--- src/rtl/serial_add_pkg.sv ---
// Shared types and constants for the bit-serial adder controller.
package serial_add_pkg;

    localparam int DEFAULT_WIDTH = 8;

    typedef enum logic [1:0] {
        IDLE  = 2'd0,
        SHIFT = 2'd1,
        DONE  = 2'd2
    } state_e;

endpackage

--- src/rtl/fa_cell.sv ---
// Single-bit full adder built from two half-adder stages and an OR on the carries.
module fa_cell (
    input  logic x,
    input  logic y,
    input  logic ci,
    output logic sum,
    output logic co
);

    logic halfSum;
    logic halfCarry;
    logic secondCarry;

    assign halfSum     = x ^ y;
    assign halfCarry   = x & y;
    assign sum         = halfSum ^ ci;
    assign secondCarry = halfSum & ci;
    assign co          = halfCarry | secondCarry;

endmodule

--- src/rtl/serial_add_ctrl.sv ---
// Bit-serial unsigned adder: one full-add per cycle, LSB first, WIDTH cycles per sum.
// Optional signed-overflow output is enabled by defining SERIAL_ADD_OVF_EN.
module serial_add_ctrl
    import serial_add_pkg::*;
#(
    parameter int WIDTH = DEFAULT_WIDTH
) (
    input  logic             clk,
    input  logic             rst,
    input  logic             start,
    input  logic [WIDTH-1:0] a,
    input  logic [WIDTH-1:0] b,
    output logic             busy,
    output logic             done,
    output logic [WIDTH-1:0] s,
    output logic             c
`ifdef SERIAL_ADD_OVF_EN
    ,
    output logic             ovf
`endif
);

    localparam int CW = (WIDTH > 1) ? $clog2(WIDTH) : 1;
    localparam logic [CW-1:0] LAST_BIT = CW'(WIDTH - 1);

    state_e           state_q, state_d;
    logic [WIDTH-1:0] opA_q, opA_d;
    logic [WIDTH-1:0] opB_q, opB_d;
    logic [WIDTH-1:0] res_q, res_d;
    logic             carry_q, carry_d;
    logic [CW-1:0]    cnt_q, cnt_d;
    logic [WIDTH-1:0] sum_q, sum_d;
    logic             cout_q, cout_d;
`ifdef SERIAL_ADD_OVF_EN
    logic             ovf_q, ovf_d;
`endif

    logic sumBit;
    logic carryOut;

    fa_cell u_fa (
        .x  (opA_q[0]),
        .y  (opB_q[0]),
        .ci (carry_q),
        .sum(sumBit),
        .co (carryOut)
    );

    // The published sum is loaded on the final SHIFT edge so it is valid
    // throughout the DONE cycle and never exposes a partial result.
    always_comb begin
        state_d = state_q;
        opA_d   = opA_q;
        opB_d   = opB_q;
        res_d   = res_q;
        carry_d = carry_q;
        cnt_d   = cnt_q;
        sum_d   = sum_q;
        cout_d  = cout_q;
`ifdef SERIAL_ADD_OVF_EN
        ovf_d   = ovf_q;
`endif
        case (state_q)
            IDLE: begin
                if (start) begin
                    state_d = SHIFT;
                    opA_d   = a;
                    opB_d   = b;
                    res_d   = '0;
                    carry_d = 1'b0;
                    cnt_d   = '0;
                end
            end
            SHIFT: begin
                opA_d   = opA_q >> 1;
                opB_d   = opB_q >> 1;
                res_d   = {sumBit, res_q[WIDTH-1:1]};
                carry_d = carryOut;
                cnt_d   = cnt_q + CW'(1);
                if (cnt_q == LAST_BIT) begin
                    state_d = DONE;
                    cnt_d   = '0;
                    sum_d   = {sumBit, res_q[WIDTH-1:1]};
                    cout_d  = carryOut;
`ifdef SERIAL_ADD_OVF_EN
                    ovf_d   = carry_q ^ carryOut;
`endif
                end
            end
            DONE: begin
                state_d = IDLE;
            end
            default: begin
                state_d = IDLE;
            end
        endcase
    end

    always_ff @(posedge clk) begin
        if (rst) begin
            state_q <= IDLE;
            opA_q   <= '0;
            opB_q   <= '0;
            res_q   <= '0;
            carry_q <= 1'b0;
            cnt_q   <= '0;
            sum_q   <= '0;
            cout_q  <= 1'b0;
`ifdef SERIAL_ADD_OVF_EN
            ovf_q   <= 1'b0;
`endif
        end else begin
            state_q <= state_d;
            opA_q   <= opA_d;
            opB_q   <= opB_d;
            res_q   <= res_d;
            carry_q <= carry_d;
            cnt_q   <= cnt_d;
            sum_q   <= sum_d;
            cout_q  <= cout_d;
`ifdef SERIAL_ADD_OVF_EN
            ovf_q   <= ovf_d;
`endif
        end
    end

    assign busy = (state_q != IDLE);
    assign done = (state_q == DONE);
    assign s    = sum_q;
    assign c    = cout_q;
`ifdef SERIAL_ADD_OVF_EN
    assign ovf  = ovf_q;
`endif

endmodule

--- config.mk ---
export PLATFORM = sky130hd
export DESIGN_NAME = serial_add_ctrl
export DESIGN_NICKNAME = d
export VERILOG_FILES = /design/src/rtl/serial_add_pkg.sv /design/src/rtl/fa_cell.sv /design/src/rtl/serial_add_ctrl.sv
export SDC_FILE = /design/constraint.sdc
export NUM_CORES = 1
export LEC_CHECK = 0
export ABC_CLOCK_PERIOD_IN_PS = 1850
export CAP_MARGIN = 20
export CORE_MARGIN = 10
export CORE_UTILIZATION = 36
export DETAILED_ROUTE_END_ITERATION = 8
export GPL_TIMING_DRIVEN = 0
export PLACE_DENSITY_LB_ADDON = 0.2
export SETUP_SLACK_MARGIN = 0.1
export SYNTH_ARGS = -nofsm -noshare
export SYNTH_HDL_FRONTEND = slang
export SYNTH_HIERARCHICAL = 1
export SYNTH_SLANG_ARGS = --single-unit
--- constraint.sdc ---
create_clock -name clk -period 1.85 [get_ports clk]
set_clock_uncertainty 0.1 [all_clocks]
set_input_delay 0.555 -clock clk [delete_from_list [all_inputs] [get_ports clk]]
set_output_delay 0.555 -clock clk [all_outputs]
set_load 0.02 [all_outputs]
Word-level counts from Yosys, hierarchy flattened
Cells that the tools add are included.

word-level totals
  bits in registers = 39
  input bits = 19
  output and inout bits = 11
  logic and storage cells = 39

operators by class
  add/sub/neg operators = 1
  equal/unequal tests = 5
  muxes and demuxes = 14
  bitwise operators = 5
  reduce and logical (&&, ||, !) cells = 6

operators by type and width
  operator                                                         number
  8-bit one-hot mux with 2 select lines                            3
  8-bit 2-to-1 mux                                                 3
  3-bit 2-to-1 mux                                                 2
  3-bit one-hot mux with 2 select lines                            1
  2-bit AND reduction                                              3
  2-bit 2-to-1 mux                                                 2
  2-bit != test, second input constant                             2
  2-bit one-hot mux with 2 select lines                            1
  2-bit nonzero test                                               2
  3-bit by 1-bit adder with 3-bit output, second input constant    1
  3-bit == test, second input constant                             1
  1-bit AND                                                        2
  2-bit by 1-bit == test with 1-bit output, second input constant  1
  2-bit == test, second input constant                             1
  2-bit zero test                                                  1
  1-bit one-hot mux with 2 select lines                            1
  1-bit XOR                                                        2
  1-bit 2-to-1 mux                                                 1
  1-bit bitwise OR                                                 1

Logic depth before layout (Yosys ltp)
Gate-level depths: netlist of the first run.

  word-level depth = 4
  mapped depth = 6
  mapped depth without buffers = 5

Modules after synthesis
The synthesis of the first run kept the hierarchy.

by module, submodules not included
  module           times used  cells each  area an instance (um2)  seq. area each (um2)
  serial_add_ctrl  1           163         1517.7                  760.7
  fa_cell          1           1           20.0                    0.0

Least setup slack after synthesis of the first run
Ideal clock, no wire load.

  path type = reg-to-output
  start point = register state_q[1]
  end point = output port done
  arrival time = 0.804 ns
  required time = 1.195 ns
  slack = 0.391 ns
  stages on the path, launching flop included = 2
  buffers on the path = 0
  cell sequence = dfxtp_1 -> nor2b_1

on the way
  longest elaborated chain between the ends = 1

ends and longest elaborated chain
  element                 line                    text
  from (decl)             serial_add_ctrl.sv:26   state_e state_q, state_d;
  from (signal assigned)  serial_add_ctrl.sv:113  state_q <= state_d;
  2-bit == test           serial_add_ctrl.sv:128  assign done = (state_q == DONE);
  to (decl)               serial_add_ctrl.sv:14   output logic done,

Every way passes these cells.

Final worst setup path of the first run
  start point = input port start
  end point = register opA_q[0]

on the way
  longest elaborated chain between the ends = 2

ends and longest elaborated chain
  element                               line                    text
  from (decl)                           serial_add_ctrl.sv:10   input logic start,
  2-bit != test (no source line)        --
  2-bit AND reduction (no source line)  --
  to (signal assigned)                  serial_add_ctrl.sv:114  opA_q <= opA_d;
  to (decl)                             serial_add_ctrl.sv:27   logic [WIDTH-1:0] opA_q, opA_d;

Every way passes these cells.
A chain may end at the register's enable or synchronous reset.

==> impl_metrics.py, run 1 <==
metrics = {
    "layout": {
        "mostFrequentLayoutCells": "dfxtp_1 (37), a21oi_1 (23), clkdlybuf4s50_1 (17)",
        "layout-drive-gt1-share_pct": 18.9,
        "fillCellCount": 399,
        "nets": 222,
        "final_core_utilization_pct": 49.0,
        "layout.cells.most_common": "dfxtp_1",
        "insertedDiodeCount": 0,
        "areaGrowthSynthToFinish_pct": 29.3,
    },
    "grt": {
        "grt_pass1_vias": 1364,
        "grt_util_all_layers_pct": 10.4,
        "antenna_found_initial": 0,
        "maximum_number_of_pins_on_one_net_before_global_route_repair": 13,
        "gr-total-overflow": 0,
        "global_route_wire_length_before_repair_um": 6350,
    },
    "power_and_ir_drop": {
        "p_leak_nw": 0.810,
        "clock_power_share_pct": 38.9,
        "share_seq_of_total_power_pct": 49.7,
        "vdd.ir_drop.worst_uv": 465,
        "power.share.switching_pct": 22.8,
        "p_int_mw": 1.36,
        "power.density_cell_area_nw_per_um2": 884,
        "pwr-share-comb_pct": 11.4,
        "switchingPower_mw": 0.401,
    },
    "clock_tree": {
        "insertion_delay_ns": 0.28,
        "post_cts_hold_buffer_count": 0,
        "cts_buffers": 5,
        "cts_tree": "done",
        "cts.reportedPaths.clkPinSlew_ns": 0.08,
        "cts-root-to-sink-buffers": 2,
        "cts_htree_levels": 2,
        "clkSinkCount": 38,
        "ctsRootBufferMaster": "clkbuf_8",
    },
    "logic_synthesis": {
        "synth_sequential_area_ratio_pct": 49.5,
        "yosys_warnings": 6,
        "syn_area_per_cell_um2": 9.38,
        "async_flop_share_pct": 0,
        "synth_top_cell_area_share_pct": 49.5,
        "syn-instance-count": 164,
        "netlist-cell-type-count": 21,
        "synth.area.top_cells": "dfxtp_1 (49%), o221a_2 (10%), a21oi_1 (7.5%)",
        "synthesis.nets": 186,
        "dominantRegCellSynth": "dfxtp_1",
        "synth_edf_count": 0,
        "post_synth_instance_area_um2": 1540,
        "ys_ff_latch": 38,
        "synth_area_leader_cell": "dfxtp_1",
    },
    "hold_path": {
        "hold_path.class": "flop to flop",
    },
    "route": {
        "detailroute.via_count": 1259,
        "drt_iter0_drcs": 60,
        "postRouteAntennaNets": 0,
        "wl_per_cell_um": 14.2,
        "via_per_inst": 5.02,
        "route.final.wire_length_um": 3570,
        "drc_errors": 0,
        "drt_pass1_iterations": 4,
    },
    "worst_setup_path": {
        "timing_worst_setup_path_type": "input pin to flop",
        "setup.worst_path.start_class": "input pin",
        "timing.critical_path.required_ns": 1.93,
        "setup.worst_path.end_class": "flop",
        "timing.critical_path.fanout_max": 10,
        "critical_path_arrival_ns": 1.78,
    },
    "timing": {
        "number_of_pins_exceeding_their_max_slew_limit_in_the_final_report": 0,
        "max_freq_mhz": 587,
        "worst_pin_slew_ns": 0.457,
        "timing.final.crit_share_pct": 92.1,
        "worst_slew_margin_rel_pct": 69.5,
        "finalSetupTns_ns": 0,
        "setup_viol_count_final": 0,
        "timing_hold_violations_final": 0,
        "post-route-min-period_ns": 1.70,
        "rsz0062_at_grt": "yes",
    },
    "outcome": {
        "run_status": "finished, final reports clean",
    },
    "placed_design": {
        "place.port_buffers": 28,
        "dp.final_hpwl_um": 2570,
        "gp_congestion": 0.748,
    },
    "floorplan": {
        "dieHeight_um": 85.4,
        "floorplan.io_pins": 30,
        "start_util_pct": 37.9,
        "core_um2": 4060,
        "die_area_um2": 7290,
        "die_w_um": 85.4,
        "num_rows": 23,
    },
    "flow_run": {
        "cap_viol_max_count": 0,
    },
}
[metal layers]
layer	track usage (%)	wire length (um)	up-vias	part of all wire, %
met1	11.8	1710	580	48
met4	3.89	68	0	1.9
met2	17.6	1630	26	46
met3	3.44	149	6	4.2
met5	0	0	-	0
li1	-	-	647	-
[worst paths after layout]
kind | startpoint | endpoint | slack [ns] | cells past startpoint
min | s[3] | s[3] | 0.36 | 2
max | start | opA_q[0] | 0.15 | 4
min reg2reg | s[3] | s[3] | 0.36 | 2
max reg2reg | cnt_q[0] | cnt_q[0] | 0.28 | 6
[cell usage after synthesis (2+ instances only)]
| cell | count |
|---|---|
| clkbuf_1 | 3 |
| nand3_1 | 9 |
| buf_6 | 4 |
| inv_1 | 16 |
| buf_4 | 4 |
| buf_1 | 2 |
| a22oi_1 | 13 |
| o221a_2 | 14 |
| ha_1 | 2 |
| a21oi_1 | 23 |
| nor2_1 | 18 |
| nand2_1 | 10 |
| dfxtp_1 | 38 |
[through the flow]
step | hold WS [ns] | cell area, um2 | power (mW) | setup slack [ns] | std cells
2_1_floorplan | 0.343 | 1540 | 1.02 | 0.391 | 164
3_3_place_gp | 0.345 | 1880 | 1.08 | -0.145 | 242
3_5_place_dp | 0.352 | 1880 | 1.09 | -0.204 | 242
4_1_cts | 0.361 | 1970 | 1.78 | 0.151 | 250
5_1_grt | 0.388 | 1990 | 1.85 | 0.0831 | 251
6_report | 0.356 | 1990 | 1.76 | 0.146 | 251
[power groups by stage]
stage                     sequential [mW]  combinational [mW]  clock [mW]
final                               0.874               0.201       0.683
after global routing                0.878               0.227       0.744
after CTS                           0.873               0.199       0.708
after detailed placement            0.894               0.199           0
after global placement              0.892               0.192           0
after floorplan                     0.888               0.129           0
[registers in the layout, indices dropped and copies added, names as in the netlist]
signal	cells
s	8
res_q	7
carry_q	1
state_q	2
opA_q	8
c	1
cnt_q	3
opB_q	8
[cell families (layout without fill, tap and decap cells)]
| group | count (synthesis) | after routing | share of synthesized area [%] |
|---|---|---|---|
| muxes | 1 | 1 | 0.651 |
| AOI/OAI and AO/OA | 51 | 51 | 24.6 |
| DFF | 38 | 38 | 49.5 |
| buffers and inverters | 29 | 66 | 10.0 |
| adders and majority gates | 3 | 3 | 2.93 |
| and+or+nand+nor | 42 | 42 | 12.4 |
[final cells by class]
cell class	instances	area (um2)	share of cell area (%)
Tap cell	50	62.6	3.15
Multi-Input combinational cell	97	632	31.8
Clock inverter	3	40.0	2.01
Timing Repair Buffer	29	267	13.4
Inverter	16	60.1	3.02
Sequential cell	38	764	38.5
Buffer	13	93.8	4.72
Clock buffer	5	68.8	3.46
[critical path, stage by stage]
cell and delay [ns]:
clkdlybuf4s50_1 0.56, nand2_1 0.20, buf_6 0.20, o221a_2 0.26
[timing repair]
action | in CTS | in global routing
setup endpoints to repair | 17 | 14
resized for setup | 20 | 2
setup buffers | 0 | 1
pin swaps | 0 | 1
(Power assumes the default switching activity.)
==> run 2, diff against run 1 <==
- ABC_CLOCK_PERIOD_IN_PS: 1850 -> 1890
- clock period: 1.85 -> 1.89 ns (I/O delays scaled with it)
==> impl_metrics.py, run 2 (same netlist as run 1, synthesis figures left out) <==
metrics = {
    "layout": {
        "insertedDiodeCount": 0,
        "areaGrowthSynthToFinish_pct": 28.7,
        "layout.cells.most_common": "dfxtp_1",
        "final_core_utilization_pct": 48.8,
        "mostFrequentLayoutCells": "dfxtp_1 (37), a21oi_1 (23), nor2_1 (17), clkdlybuf4s50_1 (17), inv_1 (16)",
        "layout-drive-gt1-share_pct": 18.0,
        "nets": 221,
        "fillCellCount": 402,
    },
    "worst_setup_path": {
        "critical_path_arrival_ns": 1.79,
        "timing_worst_setup_path_type": "input pin to flop",
        "critical_path.max_stage_delay_ns": 0.56,
        "setup.worst_path.start_class": "input pin",
        "timing.critical_path.required_ns": 1.96,
        "path_cells": "clkdlybuf4s50_1 -> nand2_1 -> buf_6 -> o221a_2",
        "setup.worst_path.end_class": "flop",
        "timing.critical_path.fanout_max": 10,
        "crit_slowest_cell": "clkdlybuf4s50_1",
    },
    "power_and_ir_drop": {
        "p_leak_nw": 0.806,
        "power_mw": 1.72,
        "share_seq_of_total_power_pct": 49.8,
        "pwr-share-comb_pct": 11.3,
        "vdd.ir_drop.worst_uv": 454,
        "power.density_cell_area_nw_per_um2": 868,
        "switchingPower_mw": 0.391,
        "clock_power_share_pct": 38.8,
        "p_int_mw": 1.33,
        "power.share.switching_pct": 22.7,
    },
    "grt": {
        "antenna_found_initial": 0,
        "grt_util_all_layers_pct": 10.4,
        "global_route_wire_length_before_repair_um": 6330,
        "maximum_number_of_pins_on_one_net_before_global_route_repair": 13,
        "grt_pass1_vias": 1358,
        "gr-total-overflow": 0,
    },
    "placed_design": {
        "gp_congestion": 0.748,
        "place.port_buffers": 28,
        "dp.final_hpwl_um": 2570,
    },
    "clock_tree": {
        "cts_tree": "done",
        "clkSinkCount": 38,
        "cts_htree_levels": 2,
        "cts_buffers": 5,
        "ctsRootBufferMaster": "clkbuf_8",
        "insertion_delay_ns": 0.28,
        "post_cts_hold_buffer_count": 0,
        "cts.reportedPaths.clkPinSlew_ns": 0.08,
        "cts-root-to-sink-buffers": 2,
        "post_cts_buffers": 0,
    },
    "timing": {
        "setup_viol_count_final": 0,
        "worst_pin_slew_ns": 0.450,
        "max_freq_mhz": 582,
        "worst_slew_margin_rel_pct": 70.0,
        "number_of_pins_exceeding_their_max_slew_limit_in_the_final_report": 0,
        "timing_hold_violations_final": 0,
        "timing.final.crit_share_pct": 90.9,
        "rsz0062_at_grt": "no",
        "post-route-min-period_ns": 1.72,
    },
    "floorplan": {
        "num_rows": 23,
        "floorplan.io_pins": 30,
        "die_area_um2": 7290,
        "start_util_pct": 37.9,
        "core_um2": 4060,
        "die_w_um": 85.4,
        "dieHeight_um": 85.4,
    },
    "route": {
        "postRouteAntennaNets": 0,
        "detailroute.via_count": 1260,
        "wl_per_cell_um": 14.1,
        "route.final.wire_length_um": 3540,
        "drc_errors": 0,
        "drt_pass1_iterations": 4,
        "via_per_inst": 5.04,
        "drt_iter0_drcs": 67,
    },
    "hold_path": {
        "hold_path.class": "flop to flop",
    },
    "flow_run": {
        "cap_viol_max_count": 0,
    },
    "outcome": {
        "run_status": "finished, final reports clean",
    },
}
==> run 2: per-layer routing <==
| metal | vias up | share of wire, % | global-route usage, % |
|---|---|---|---|
| met1 | 585 | 47 | 11.8 |
| met2 | 25 | 47 | 17.5 |
| met5 | - | 0 | 0 |
| li1 | 644 | - | - |
| met3 | 6 | 4.2 | 3.44 |
| met4 | 0 | 1.9 | 3.89 |
==> run 2: metrics by stage <==
stage | setup WS, ns | cell area, um2 | std cells | TNS, ns | hold slack [ns]
global route | 0.103 | 1980 | 250 | 0 | 0.388
global placement | -0.117 | 1880 | 242 | -1.32 | 0.345
finish | 0.172 | 1980 | 250 | 0 | 0.357
floorplan | 0.419 | 1540 | 164 | 0 | 0.343
detailed placement | -0.176 | 1880 | 242 | -2.12 | 0.352
CTS | 0.0219 | 1970 | 250 | 0 | 0.361
==> run 2: area by class of cell <==
cell class | instances | area (um2) | share of cell area, %
timing repair buffer | 28 | 259 | 13.1
tap | 50 | 62.6 | 3.16
multi-input combinational | 97 | 629 | 31.8
buffer | 13 | 97.6 | 4.93
clock buffer | 5 | 68.8 | 3.48
sequential | 38 | 762 | 38.5
clock inverter | 3 | 40.0 | 2.02
inverter | 16 | 60.1 | 3.03
==> run 2: final timing paths <==
kind | slack (ns) | end | cells past startpoint | start
setup / recovery | 0.17 | opA_q[1] | 4 | start
hold / removal | 0.36 | s[3] | 2 | s[3]
setup reg to reg | 0.32 | cnt_q[0] | 6 | cnt_q[0]
hold reg to reg | 0.36 | s[3] | 2 | s[3]
==> run 2: power groups by stage <==
stage               logic [mW]  registers, mW  clock network, mW
floorplan                0.127          0.869                  0
global placement         0.188          0.873                  0
detailed placement       0.195          0.875                  0
CTS                      0.194          0.856              0.693
global route             0.220          0.861              0.728
finish                   0.195          0.857              0.667
==> run 2: timing repair <==
| item | 4_1_cts | 5_1_grt |
|---|---|---|
| pin swaps | 0 | 0 |
| cloned | 0 | 0 |
| gates resized for setup | 15 | 5 |
| setup endpoints to repair | 11 | 12 |
==> run 2: critical path, delay by kind of cell <==
kind	cells	cell delay, ns
AOI/OAI and AO/OA	1	0.26
buffers and inverters	2	0.76
and+or+nand+nor	1	0.20
==> run 3, diff against run 2 <==
- ABC_CLOCK_PERIOD_IN_PS: 1890 -> 1900
- CORE_UTILIZATION: 36 -> 50
- clock period: 1.89 -> 1.9 ns (I/O delays scaled with it)
==> impl_metrics.py, run 3 (same netlist as run 1, synthesis figures left out) <==
metrics = {
    "route": {
        "detailroute.via_count": 1275,
        "postRouteAntennaNets": 0,
        "via_per_inst": 5.50,
        "drt_pass1_iterations": 4,
        "drc_errors": 0,
        "route.final.wire_length_um": 3380,
        "wl_per_cell_um": 14.6,
        "drt_iter0_drcs": 73,
    },
    "layout": {
        "final_core_utilization_pct": 63.8,
        "layout.cells.most_common": "dfxtp_1",
        "final_cell_count_no_fill": 232,
        "layout-drive-gt1-share_pct": 18.1,
        "sequential_cell_area_um2": 766,
        "fillCellCount": 272,
        "mostFrequentLayoutCells": "dfxtp_1 (36), a21oi_1 (23), nor2_1 (17), clkdlybuf4s50_1 (17), inv_1 (16)",
        "nets": 222,
        "insertedDiodeCount": 0,
        "multi_input_area_um2": 633,
        "areaGrowthSynthToFinish_pct": 24.7,
    },
    "timing": {
        "rsz0062_at_grt": "no",
        "worst_pin_slew_ns": 0.457,
        "worst_slew_margin_rel_pct": 69.5,
        "timing.final.crit_share_pct": 91.6,
        "setup_viol_count_final": 0,
        "max_freq_mhz": 575,
        "number_of_pins_exceeding_their_max_slew_limit_in_the_final_report": 0,
        "finalSetupTns_ns": 0,
        "post-route-min-period_ns": 1.74,
        "timing_hold_violations_final": 0,
    },
    "placed_design": {
        "dpl.cell_count": 225,
        "gp_congestion": 0.760,
        "place.port_buffers": 28,
        "dp.final_hpwl_um": 2480,
    },
    "clock_tree": {
        "post_cts_hold_buffer_count": 0,
        "ctsRootBufferMaster": "clkbuf_4",
        "insertion_delay_ns": 0.35,
        "cts_buffers": 5,
        "cts.reportedPaths.clkPinSlew_ns": 0.10,
        "cts_tree": "done",
        "clkSinkCount": 38,
        "cts-root-to-sink-buffers": 2,
        "cts_htree_levels": 2,
    },
    "grt": {
        "globalRouteMet2Util_pct": 20.7,
        "antenna_found_initial": 0,
        "global_route_wire_length_before_repair_um": 5440,
        "grt_most_used_layer": "met2",
        "grt_pass1_vias": 1240,
        "groute.layer.met3.usage_pct": 4.95,
        "gr-total-overflow": 0,
        "groute.layer.met1.usage_pct": 13.8,
        "maximum_number_of_pins_on_one_net_before_global_route_repair": 11,
        "grt_util_all_layers_pct": 12.7,
    },
    "worst_setup_path": {
        "worst_r2r_path_depth": 6,
        "timing_worst_setup_path_type": "flop to output port",
        "timing.critical_path.required_ns": 1.23,
        "critPathTopFamily": "flip-flops",
        "crit_slowest_cell": "dfxtp_2",
        "worst-path-buf-inv": 3,
        "critical_path.max_stage_delay_ns": 0.33,
        "setup.worst_path.end_class": "output port",
        "path_cells": "buf_6 -> nor2_4 -> inv_1 -> buf_4",
        "worstSetupPathDepth": 4,
        "timing.critical_path.fanout_max": 6,
        "setup.worst_path.start_class": "flop",
        "critical_path_arrival_ns": 1.07,
    },
    "power_and_ir_drop": {
        "p_leak_nw": 0.781,
        "vdd.ir_drop.worst_uv": 448,
        "power.density_cell_area_nw_per_um2": 764,
        "power_mw": 1.46,
    },
    "floorplan": {
        "die_w_um": 75.5,
        "start_util_pct": 51.2,
        "die_area_um2": 5690,
        "dieHeight_um": 75.5,
        "floorplan.io_pins": 30,
        "num_rows": 20,
        "core_um2": 3000,
    },
    "outcome": {
        "run_status": "finished, final reports clean",
    },
    "hold_path": {
        "min_delay_path_depth": 2,
        "hold_path.class": "flop to flop",
    },
    "flow_run": {
        "cap_viol_max_count": 0,
    },
}
## run 3: cell types whose count changed in the layout (fill, tap and decap cells not counted), moves of 2 or more
cell and change:
buf_4 +4, clkbuf_4 +5, clkbuf_8 -4, clkinv_2 -2
## run 3: cell type report
class,count,share of cell area [%]
clock buffer,6,2.68
timing repair buffer,29,14.2
tap,33,2.15
multi-input combinational,97,33.0
buffer,13,4.90
inverter,16,3.13
sequential,38,39.9
## run 3: where the power goes
group	internal (mW)	switching, mW	total, mW
clock	0.167	0.251	0.418
combinational	0.106	0.0900	0.196
sequential	0.830	0.0197	0.850
## run 3: routing by layer
layer | routed length [um] | up-vias
li1 | - | 646
met1 | 1460 | 599
met2 | 1620 | 23
met3 | 230 | 7
met4 | 71 | 0
met5 | 0 | -
## run 3: worst reg2reg max path: cells and delay by family (launching register included)
| family | cells | cell delay [ns] |
|---|---|---|
| buf+inv | 1 | 0.34 |
| compound gates | 1 | 0.15 |
| fa+ha+maj | 2 | 0.36 |
| flops | 1 | 0.37 |
| simple gates | 2 | 0.14 |
## run 3: final timing paths
kind,from,endpoint,slack (ns)
setup reg to reg,cnt_q[0],cnt_q[0],0.33
setup / recovery,state_q[0],busy,0.16
hold / removal,s[5],s[5],0.36
hold reg to reg,s[5],s[5],0.36
## run 3: what timing repair did
action	4_1_cts	5_1_grt
resized for setup	20	5
endpoints found under the setup margin	11	2
buffers inserted	0	1
pin swaps	0	0
## run 3: per-stage QoR
step | worst slack, ns | hold WS (ns) | cell area [um2]
2_1_floorplan | 0.426 | 0.343 | 1540
3_3_place_gp | -0.108 | 0.345 | 1860
3_5_place_dp | -0.133 | 0.349 | 1860
4_1_cts | 0.123 | 0.362 | 1900
5_1_grt | 0.100 | 0.388 | 1920
6_report | 0.160 | 0.359 | 1920
